<file path="src/rtl/switch_conditioner.sv">
// Per-channel switch conditioner: two-flop synchronizer, tick-paced debounce
// with an independent counter/FSM per bit, and registered edge pulses.
module switch_conditioner #(
    parameter int unsigned WIDTH         = 8,
    parameter int unsigned STABLE_CYCLES = 500000
) (
    input  logic             clk,
    input  logic             rst,
    input  logic             tick,
    input  logic [WIDTH-1:0] sw_in,
    output logic [WIDTH-1:0] sw_out,
    output logic [WIDTH-1:0] sw_rise,
    output logic [WIDTH-1:0] sw_fall,
    output logic             any_change
);

    localparam int unsigned   CW   = $clog2(STABLE_CYCLES + 1);
    localparam logic [CW-1:0] LAST = CW'(STABLE_CYCLES - 1);

    typedef enum logic {
        STABLE  = 1'b0,
        PENDING = 1'b1
    } state_t;

    logic [WIDTH-1:0] s1;
    logic [WIDTH-1:0] s2;

    state_t        state_q [WIDTH];
    state_t        state_d [WIDTH];
    logic [CW-1:0] cnt_q   [WIDTH];
    logic [CW-1:0] cnt_d   [WIDTH];

    logic [WIDTH-1:0] out_d;
    logic [WIDTH-1:0] rise_d;
    logic [WIDTH-1:0] fall_d;
    logic             any_d;

    // Metastability synchronizer for the raw board inputs
    always_ff @(posedge clk) begin
        if (rst) begin
            s1 <= '0;
            s2 <= '0;
        end else begin
            s1 <= sw_in;
            s2 <= s1;
        end
    end

    // State, counters and registered outputs
    always_ff @(posedge clk) begin
        if (rst) begin
            for (int i = 0; i < WIDTH; i++) begin
                state_q[i] <= STABLE;
                cnt_q[i]   <= '0;
            end
            sw_out     <= '0;
            sw_rise    <= '0;
            sw_fall    <= '0;
            any_change <= 1'b0;
        end else begin
            for (int i = 0; i < WIDTH; i++) begin
                state_q[i] <= state_d[i];
                cnt_q[i]   <= cnt_d[i];
            end
            sw_out     <= out_d;
            sw_rise    <= rise_d;
            sw_fall    <= fall_d;
            any_change <= any_d;
        end
    end

    // Next-state: the first mismatching edge already counts a tick, so a clean
    // step is accepted STABLE_CYCLES edges after it leaves the synchronizer.
    always_comb begin
        logic [CW-1:0] base;
        base   = '0;
        out_d  = sw_out;
        rise_d = '0;
        fall_d = '0;
        for (int i = 0; i < WIDTH; i++) begin
            state_d[i] = state_q[i];
            cnt_d[i]   = cnt_q[i];
            base       = (state_q[i] == STABLE) ? '0 : cnt_q[i];
            if (s2[i] == sw_out[i]) begin
                state_d[i] = STABLE;
                cnt_d[i]   = '0;
            end else if (!tick) begin
                state_d[i] = PENDING;
                cnt_d[i]   = base;
            end else if (base == LAST) begin
                state_d[i] = STABLE;
                cnt_d[i]   = '0;
                out_d[i]   = s2[i];
                rise_d[i]  = s2[i];
                fall_d[i]  = ~s2[i];
            end else begin
                state_d[i] = PENDING;
                cnt_d[i]   = base + CW'(1);
            end
        end
        any_d = |(rise_d | fall_d);
    end

endmodule

</file>
<file path="config.mk">
export PLATFORM = sky130hd
export DESIGN_NAME = switch_conditioner
export DESIGN_NICKNAME = d
export VERILOG_FILES = /design/src/rtl/switch_conditioner.sv
export SDC_FILE = /design/constraint.sdc
export NUM_CORES = 1
export LEC_CHECK = 0
export BUFFER_PORTS_ARGS = -buffer_cell sky130_fd_sc_hd__buf_2
export CORE_MARGIN = 2
export CORE_UTILIZATION = 50
export CTS_CLUSTER_DIAMETER = 30
export DETAILED_ROUTE_END_ITERATION = 16
export PLACE_DENSITY_LB_ADDON = 0.25
export SLEW_MARGIN = 40
export SYNTH_ARGS = -nofsm -noshare
export SYNTH_HDL_FRONTEND = slang
export SYNTH_SLANG_ARGS = --single-unit
export TNS_END_PERCENT = 5
</file>
<file path="constraint.sdc">
create_clock -name clk -period 2.8 [get_ports clk]
set_input_delay 0.56 -clock clk [delete_from_list [all_inputs] [get_ports clk]]
set_output_delay 0.56 -clock clk [all_outputs]
set_load 0.005 [all_outputs]
</file>
==> results of run 1 <==
## sequential cells by signal (all words and copies together), names as in the netlist
signal      flops
cnt_q         152
s1              8
sw_rise         8
state_q         8
sw_out          8
s2              8
any_change      1
sw_fall         8
## worst register-to-register path, stage by stage, from the launching register on
cell and delay [ps]:
dfxtp_1 350, and2_1 180, ha_1 190, nand3_1 160
nor4_1 530, nand2_1 200, nand3_1 150, inv_1 60
nand2_1 240, nor2_1 90
## final timing paths
kind               startpoint           to  slack [ps]
setup / recovery  cnt_q[0][0]  cnt_q[0][6]         530
hold / removal       sw_in[4]        s1[4]         270
setup reg to reg  cnt_q[0][0]  cnt_q[0][6]         530
hold reg to reg         s1[3]        s2[3]         430
## cell families after synthesis
kind of cell               count (synthesis)  share of synthesized area
and+or+nand+nor                          597                      0.343
DFF                                      201                      0.451
xor gates and xnor gates                 149                      0.146
buffers and inverters                     53                     0.0252
AOI/OAI and AO/OA                         14                     0.0102
muxes                                     11                     0.0125
adders and majority gates                  8                     0.0112
## through the flow
step,util,worst slack (ps),std cells,cell area [um2]
5_1_grt,0.621,244,1357,10800
2_1_floorplan,-,608,1033,8920
3_3_place_gp,0.542,379,1283,9400
3_5_place_dp,0.542,260,1283,9400
6_report,0.621,527,1357,10800
4_1_cts,0.621,501,1357,10800
## cell type report
type	count	area, um2
Clock buffer	50	1140
Clock inverter	24	238
Fill cell	1517	6570
Inverter	19	71.3
Multi-Input combinational cell	779	4670
Sequential cell	201	4020
Tap cell	225	282
Timing Repair Buffer	59	355
## per-layer routing
layer | wire length (um) | share of wire | up-vias
met3 | 673 | 0.037 | 33
met4 | 393 | 0.022 | 0
met5 | 0 | 0 | -
li1 | - | - | 3660
met2 | 8520 | 0.47 | 116
met1 | 8670 | 0.47 | 3300
## cell usage in the layout (no fill, tap or decap), types with 27 or more instances in the layout
master and instances:
dfxtp_1 201, nor2_1 179, nand2_1 133, xor2_1 84, nand3_1 67, xnor2_1 65, nand4_1 47, clkbuf_16 43
buf_2 35, and3_1 27
## power by group
group          internal, mW  switching [mW]
logic                0.0349          0.0609
registers              2.89          0.0118
clock network          3.18            1.54
==> flow_metrics.tcl, run 1 <==
set metrics [dict create \
    leakagePower_nw 3.88 \
    cts.repair.resized 0 \
    drv_slew 0 \
    yosysMostFrequentCell "dfxtp_1" \
    syn_nets 1052 \
    synthDistinctLibCells 49 \
    synth_top_flop_cell "dfxtp_1" \
    cts_buffers 41 \
    ff2ff_path_depth 9 \
    finalPower_mw 7.71 \
    syn_avg_cell_area_um2 8.64 \
    cp.arrival_ps 2650 \
    die_x_um 138 \
    insertion_delay_ps 510 \
    dr_total_vias 7109 \
    finalHoldViolations 0 \
    grt_antenna_before_repair 0 \
    core_mm2 0.0174 \
    clockBufferDepth 3 \
    grt_max_degree 22 \
    clock_skew_ps 19.0 \
    cts-root-buf "clkbuf_16" \
    slew_headroom 0.592 \
    outcome "finished, final reports clean" \
    ant_nets 0 \
    layout-drive-gt1-share 0.135 \
    drv_cap 0 \
    postCtsHoldBufs 0 \
    drt_wl_total_um 18300 \
    diodes 0 \
    path_clk_slew_ps 50 \
    fp-row-count 48 \
    h-tree-depth 2 \
    area_growth_pct 20.9 \
    drtPass1Iterations 5 \
    gp_congestion 0.827 \
    synth_edf_count 0 \
    worstSetupPathType "register to register" \
    setup_viol 0 \
    crit_path_start_kind "register" \
    fmax_mhz 440 \
    cts_sinks 201 \
    worstPathCellList "and2_1, ha_1, nand3_1, nor4_1, nand2_1, nand3_1, inv_1, nand2_1, nor2_1" \
    hpwl_um 12200 \
    worstPathRequired_ps 3180 \
    fin_crit_ps 2270 \
    netlist_instances 1033 \
    end_kind "register" \
    syn_area_mm2 0.00892 \
    hp-class "primary input to register" \
    peakVddDrop_v 0.000743 \
    ioPinCount 36 \
    synth_top_area_frac 0.451 \
    synth_common_cells "dfxtp_1, nor2_1, nand2_1" \
    grt_overflow 0 \
    grt_pass1_vias 6844 \
    critPathBufInv 1 \
    chipHeight_um 138 \
    drt_iter0_drc 390 \
    cpPeakStageDelay_ps 530 \
    die_area_mm2 0.0189 \
    grtUsageTotal 0.203 \
    rsz0062_at_grt "false" \
    drc 0 \
    cp.depth 9 \
    grt_util_met1 0.265 \
    synth-seq-cells 201 \
    busiest_layer "met2" \
    portBuffers 35 \
    fin_crit_sh 0.812 \
    ys.warnings.count 0 \
    post-cts-setup-buffers 0 \
    min_path_cells 2 \
    initial_core_util 0.514 \
    wire_per_inst_um 13.5 \
    cpMaxStageDelayCell "nor4_1" \
    async_flop_share 0 \
    grtUsageMet3 0.0379 \
    grt_use_met2 0.338 \
    synth_area_leader_cell "dfxtp_1" \
    via_per_inst 5.24 \
    grt_pass1_wl_um 31300 \
    crit_fanout 8 \
    finalSetupTns_ps 0 \
    p_per_area_mw_per_mm2 715 \
    hold_ws_ps 271 \
    yosysSeqAreaShare 0.451 \
    max_slew.worst_pin.slew_ps 607 \
    ys_top_cells_by_area "dfxtp_1, xor2_1, nor2_1" \
    crit_family "simple AND/OR/NAND/NOR gates" \
    nNetsFinal 1120 \
    cts_tree "built" \
]
No activity file was read; power rests on OpenSTA's default activity.
==> inputs of run 2 (changes only) <==
==> constraint.sdc (replaced) <==
create_clock -name clk -period 1.9 [get_ports clk]
set_input_delay 0.38 -clock clk [delete_from_list [all_inputs] [get_ports clk]]
set_output_delay 0.38 -clock clk [all_outputs]
set_load 0.005 [all_outputs]
==> run 2 against run 1 <==
Net effect:
- non-clock buffer count is 59 higher
- design area is 7.4% higher
- register-to-register slack worse by 510 ps
- die area stayed put
- clock power is 65% higher
==> flow_metrics.tcl, run 2 (synthesis results as in run 1) <==
set metrics [dict create \
    outcome "finished, final reports clean" \
    grt_max_degree 25 \
    drt_wl_total_um 20000 \
    leakagePower_nw 4.34 \
    post-cts-setup-buffers 0 \
    h-tree-depth 2 \
    drt_iter0_drc 281 \
    hold_end "s1[0]" \
    grt_pass1_wl_um 33400 \
    die_x_um 138 \
    insertion_delay_ps 510 \
    slew_headroom 0.731 \
    final_common_cell "dfxtp_1" \
    setup_ws_ps 20.2 \
    cts_sinks 201 \
    largest_reg_flops 152 \
    rrSetupSlack_ps 20 \
    ff2ff_path_depth 8 \
    grt_antenna_before_repair 0 \
    drc 0 \
    top_register "cnt_q" \
    ant_nets 0 \
    crit_fanout 3 \
    r2r_start "state_q[1][0]" \
    fp-row-count 48 \
    cts_buffers 41 \
    area_growth_pct 29.9 \
    chipHeight_um 138 \
    finalHoldViolations 0 \
    stdcell_count 1416 \
    worstSetupPathType "register to register" \
    final_core_util 0.668 \
    grt_pass1_vias 7282 \
    fin_crit_ps 1880 \
    peakVddDrop_v 0.000800 \
    hp-class "primary input to register" \
    ioPinCount 36 \
    nNetsFinal 1179 \
    drv_cap 0 \
    fin_crit_sh 0.989 \
    grt_overflow 0 \
    core_mm2 0.0174 \
    fmax_mhz 532 \
    hpwl_um 13100 \
    initial_core_util 0.514 \
    p_per_area_mw_per_mm2 1060 \
    wire_per_inst_um 14.1 \
    end_kind "register" \
    max_slew.worst_pin.slew_ps 404 \
    postCtsHoldBufs 0 \
    hold_start "sw_in[0]" \
    fillers 1428 \
    post-place-ws_ps -7.98 \
    path_clk_slew_ps 50 \
    rsz0062_at_grt "true" \
    clockBufferDepth 3 \
    cts-root-buf "clkbuf_16" \
    setup_viol 0 \
    portBuffers 35 \
    dr_total_vias 7411 \
    gp_congestion 0.891 \
    clock_skew_ps 17.0 \
    min_path_cells 2 \
    die_area_mm2 0.0189 \
    crit_path_start_kind "register" \
    layout-drive-gt1-share 0.203 \
    cts_tree "built" \
    diodes 0 \
    place_inst 1342 \
    cp.arrival_ps 2280 \
    via_per_inst 5.23 \
    reg2reg_to "any_change" \
    drtPass1Iterations 4 \
    grtUsageTotal 0.216 \
    worstPathRequired_ps 2300 \
    drv_slew 0 \
    final_cell_mix "dfxtp_1, nor2_1, nand2_1" \
]
## run 2: changes by cell type in the layout (fill, tap and decap cells not counted), moves of 4 or more
cell,change
buf_12,+4
bufinv_16,+7
buf_4,+55
nor4_1,-6
## run 2: metrics by stage
stage	power [mW]	hold slack (ps)	setup TNS, ps	cell area (um2)
global placement	4.51	415	-3.55	9910
finish	12.2	78.8	0	11600
detailed placement	4.52	425	-7.98	9910
global route	12.6	76.6	-953	11600
CTS	12.4	60.7	0	11500
floorplan	4.44	414	-3800	8940
## run 2: cell type report
cell class                      count  area [um2]  share of cell area
Sequential cell                   201        4030               0.348
Clock inverter                     28         427              0.0368
Inverter                           19        71.3             0.00615
Multi-Input combinational cell    779        4830               0.417
Timing Repair Buffer              118         848              0.0732
Tap cell                          225         282              0.0243
Clock buffer                       46        1100              0.0947
## run 2: how the worst max path moves through the flow
stage | to | slack, ps | from | cells after the start
2_1_floorplan | cnt_q[0][75] | -100 | state_q[0][3] | 9
3_5_place_dp | cnt_q[0][70] | -8 | tick | 9
6_report | any_change | 20 | state_q[1][0] | 8
4_1_cts | cnt_q[0][53] | 1 | state_q[0][2] | 9
5_1_grt | sw_fall[2] | -70 | state_q[0][2] | 9
3_3_place_gp | cnt_q[0][70] | -4 | tick | 9
## run 2: what timing repair did
action / 4_1_cts / 5_1_grt
pin swaps: 0 / 3
resized for setup: 3 / 32
setup endpoints to repair: 11 / 127
gates cloned: 0 / 0
## run 2: critical path: stages, from the launching register on
cell and delay (ps):
dfxtp_1 340, and2_1 160, ha_1 220, nand3_1 170, nor2_2 80, nand4b_1 210, o41ai_2 130, buf_4 160
o41a_1 300
## run 2: report_power, final
group | switching, mW | leakage [nW] | internal (mW)
combinational | 0.0983 | 1.99 | 0.0724
sequential | 0.0192 | 1.62 | 4.25
clock | 2.29 | 0.727 | 5.51
total | 2.40 | 4.34 | 9.83
## run 2: metal layers
metal / up-vias / wire length, um / global-route usage
li1: 3765 / - / -
met1: 3483 / 9330 / 0.276
met2: 128 / 9380 / 0.357
met3: 35 / 799 / 0.0464
met4: 0 / 447 / 0.0853
met5: - / 0 / 0
==> inputs of run 3 (changes only) <==
--- a/config.mk
+++ b/config.mk
@@ -5,14 +5,14 @@
 export SDC_FILE = /design/constraint.sdc
 export NUM_CORES = 1
 export LEC_CHECK = 0
+export ABC_AREA = 1
 export BUFFER_PORTS_ARGS = -buffer_cell sky130_fd_sc_hd__buf_2
 export CORE_MARGIN = 2
 export CORE_UTILIZATION = 50
 export CTS_CLUSTER_DIAMETER = 30
 export DETAILED_ROUTE_END_ITERATION = 16
 export PLACE_DENSITY_LB_ADDON = 0.25
-export SLEW_MARGIN = 40
+export SLEW_MARGIN = 25
 export SYNTH_ARGS = -nofsm -noshare
 export SYNTH_HDL_FRONTEND = slang
 export SYNTH_SLANG_ARGS = --single-unit
-export TNS_END_PERCENT = 5
==> run 3 against run 2 <==
Net effect:
- setup slack better by 89 ps
- total power down 4.4%
- synthesized cell count up 46%
- first-iteration DRC count up 68%
- critical path type unchanged
- highest routed layer unchanged
==> flow_metrics.tcl, run 3 <==
set metrics [dict create \
    h-tree-depth 2 \
    hold_ws_ps 65.4 \
    grt_overflow 0 \
    area_growth_pct 21.1 \
    insertion_delay_ps 510 \
    async_flop_share 0 \
    hpwl_um 17700 \
    end_kind "register" \
    grt_pass1_wl_um 40800 \
    initial_core_util 0.513 \
    syn_area_mm2 0.0105 \
    worstPathRequired_ps 2290 \
    worstSetupPathType "register to register" \
    synth_edf_count 0 \
    yosysMostFrequentCell "nand2_1" \
    fp-row-count 52 \
    drt_iter0_drc 471 \
    p_per_area_mw_per_mm2 924 \
    fin_crit_sh 0.942 \
    syn_nets 1524 \
    crit_path_start_kind "register" \
    final_cell_mix "nand2_1, nor2_1, dfxtp_1" \
    die_x_um 149 \
    wire_per_inst_um 12.8 \
    rsz0062_at_grt "true" \
    final_common_cell "nand2_1" \
    final_core_util 0.622 \
    synth_area_leader_cell "dfxtp_1" \
    multi_input_area_mm2 0.00554 \
    outcome "finished, final reports clean" \
    path_clk_slew_ps 40 \
    ant_nets 0 \
    cts_tree "built" \
    chipHeight_um 149 \
    peakVddDrop_v 0.000729 \
    core_mm2 0.0204 \
    fin_crit_ps 1790 \
    via_per_inst 4.99 \
    cpMaxStageDelayCell "dfxtp_1" \
    leakagePower_nw 4.97 \
    nNetsFinal 1628 \
    grt_antenna_before_repair 0 \
    synth_top_area_frac 0.385 \
    critPathBufInv 2 \
    drtPass1Iterations 5 \
    crit_fanout 4 \
    largest_reg_flops 152 \
    drv_slew 0 \
    layout-drive-gt1-share 0.185 \
    die_area_mm2 0.0221 \
    grt_pass1_vias 8931 \
    finalPower_mw 11.7 \
    cp.arrival_ps 2180 \
    drc 0 \
    syn_avg_cell_area_um2 6.95 \
    fillers 1824 \
    gp_congestion 0.894 \
    finalHoldViolations 0 \
    synth_common_cells "nand2_1, nor2_1, dfxtp_1" \
    ioPinCount 36 \
    netlist_instances 1505 \
    fmax_mhz 558 \
    setup_viol 0 \
    ys_top_cells_by_area "dfxtp_1, nand2_1, nor2_1" \
    synthDistinctLibCells 43 \
    portBuffers 35 \
    drt_wl_total_um 24400 \
    cts-root-buf "clkbuf_16" \
    crit_family "simple AND/OR/NAND/NOR gates" \
    worstPathCellList "nand2_1, inv_2, ha_2, nand2_1, nor2_2, inv_1, nor2_2, nand4_1, nor3_2, nand2_1, nand2_1, nor2_1" \
    dr_total_vias 9508 \
    top_register "cnt_q" \
    register_area_mm2 0.00403 \
    clockBufferDepth 3 \
    yosysSeqAreaShare 0.385 \
    synth_top_flop_cell "dfxtp_1" \
    cpPeakStageDelay_ps 360 \
    ys.warnings.count 0 \
    synth-seq-cells 201 \
    hp-class "primary input to register" \
    cts_sinks 201 \
    max_slew.worst_pin.slew_ps 321 \
    diodes 0 \
    grtUsageTotal 0.223 \
    cts_buffers 44 \
    worst_path_most_repeated_cell "nand2_1" \
    drv_cap 0 \
    grt_max_degree 29 \
    clock_skew_ps 15.8 \
    slew_headroom 0.786 \
]
==> run 3: final timing paths <==
path | endpoint | start | cells past startpoint | slack, ps
worst max register to register | cnt_q[1][69] | state_q[1][3] | 12 | 110
worst min-delay path | s1[4] | sw_in[4] | 3 | 70
worst min register to register | s2[1] | s1[1] | 2 | 400
worst max-delay path | cnt_q[1][69] | state_q[1][3] | 12 | 110
==> run 3: layout make-up <==
class / count / area share
well taps: 270 / 0.0267
clock buffers: 54 / 0.0956
repair buffers: 88 / 0.0481
clock inverters: 18 / 0.0160
multi-input cells: 1079 / 0.437
flip-flops and latches: 201 / 0.318
inverters: 195 / 0.0580
==> run 3: logic make-up after synthesis <==
group,synth area share
xor gates and xnor gates,0.0570
AOI/OAI and AO/OA,0.0490
DFF,0.385
adders and majority gates,0.00958
buffers and inverters,0.0930
and+or+nand+nor,0.407
==> run 3: power breakdown <==
group / switching, mW / leakage (nW) / internal (mW) / total (mW)
combinational: 0.164 / 2.66 / 0.0768 / 0.240
sequential: 0.0166 / 1.62 / 4.26 / 4.27
clock: 2.21 / 0.688 / 4.97 / 7.18
total: 2.39 / 4.97 / 9.30 / 11.7
==> run 3: worst register-to-register path: stages (launching register included) <==
cell and delay (ps):
dfxtp_1 360, nand2_1 90, inv_2 80, ha_2 170, nand2_1 60, nor2_2 110
inv_1 80, nor2_2 130, nand4_1 170, nor3_2 230, nand2_1 90, nand2_1 70
nor2_1 40
==> run 3: per-layer routing <==
metal  track usage  wire length, um
met4        0.0605              398
met1         0.285            11300
met5             0                0
met2         0.384            11700
met3        0.0429             1120
==> run 3: per-stage QoR <==
stage | cell area (um2) | TNS, ps | worst slack (ps) | instances
floorplan | 10500 | 0 | 23.1 | 1505
global placement | 11100 | 0 | 109 | 1832
detailed placement | 11100 | 0 | 50.9 | 1832
CTS | 12600 | 0 | 51.7 | 1904
global route | 12700 | -46.7 | -28.7 | 1905
finish | 12700 | 0 | 109 | 1905
==> run 3: repair_timing <==
| item | 4_1_cts | 5_1_grt |
|---|---|---|
| buffers inserted | 0 | 1 |
| setup endpoints to repair | 1 | 79 |
| hold buffers | 0 | 0 |
| endpoints found under the hold margin | 0 | 0 |
| gates cloned | 0 | 0 |
| pin swaps | 0 | 3 |
| gates resized for setup | 1 | 29 |
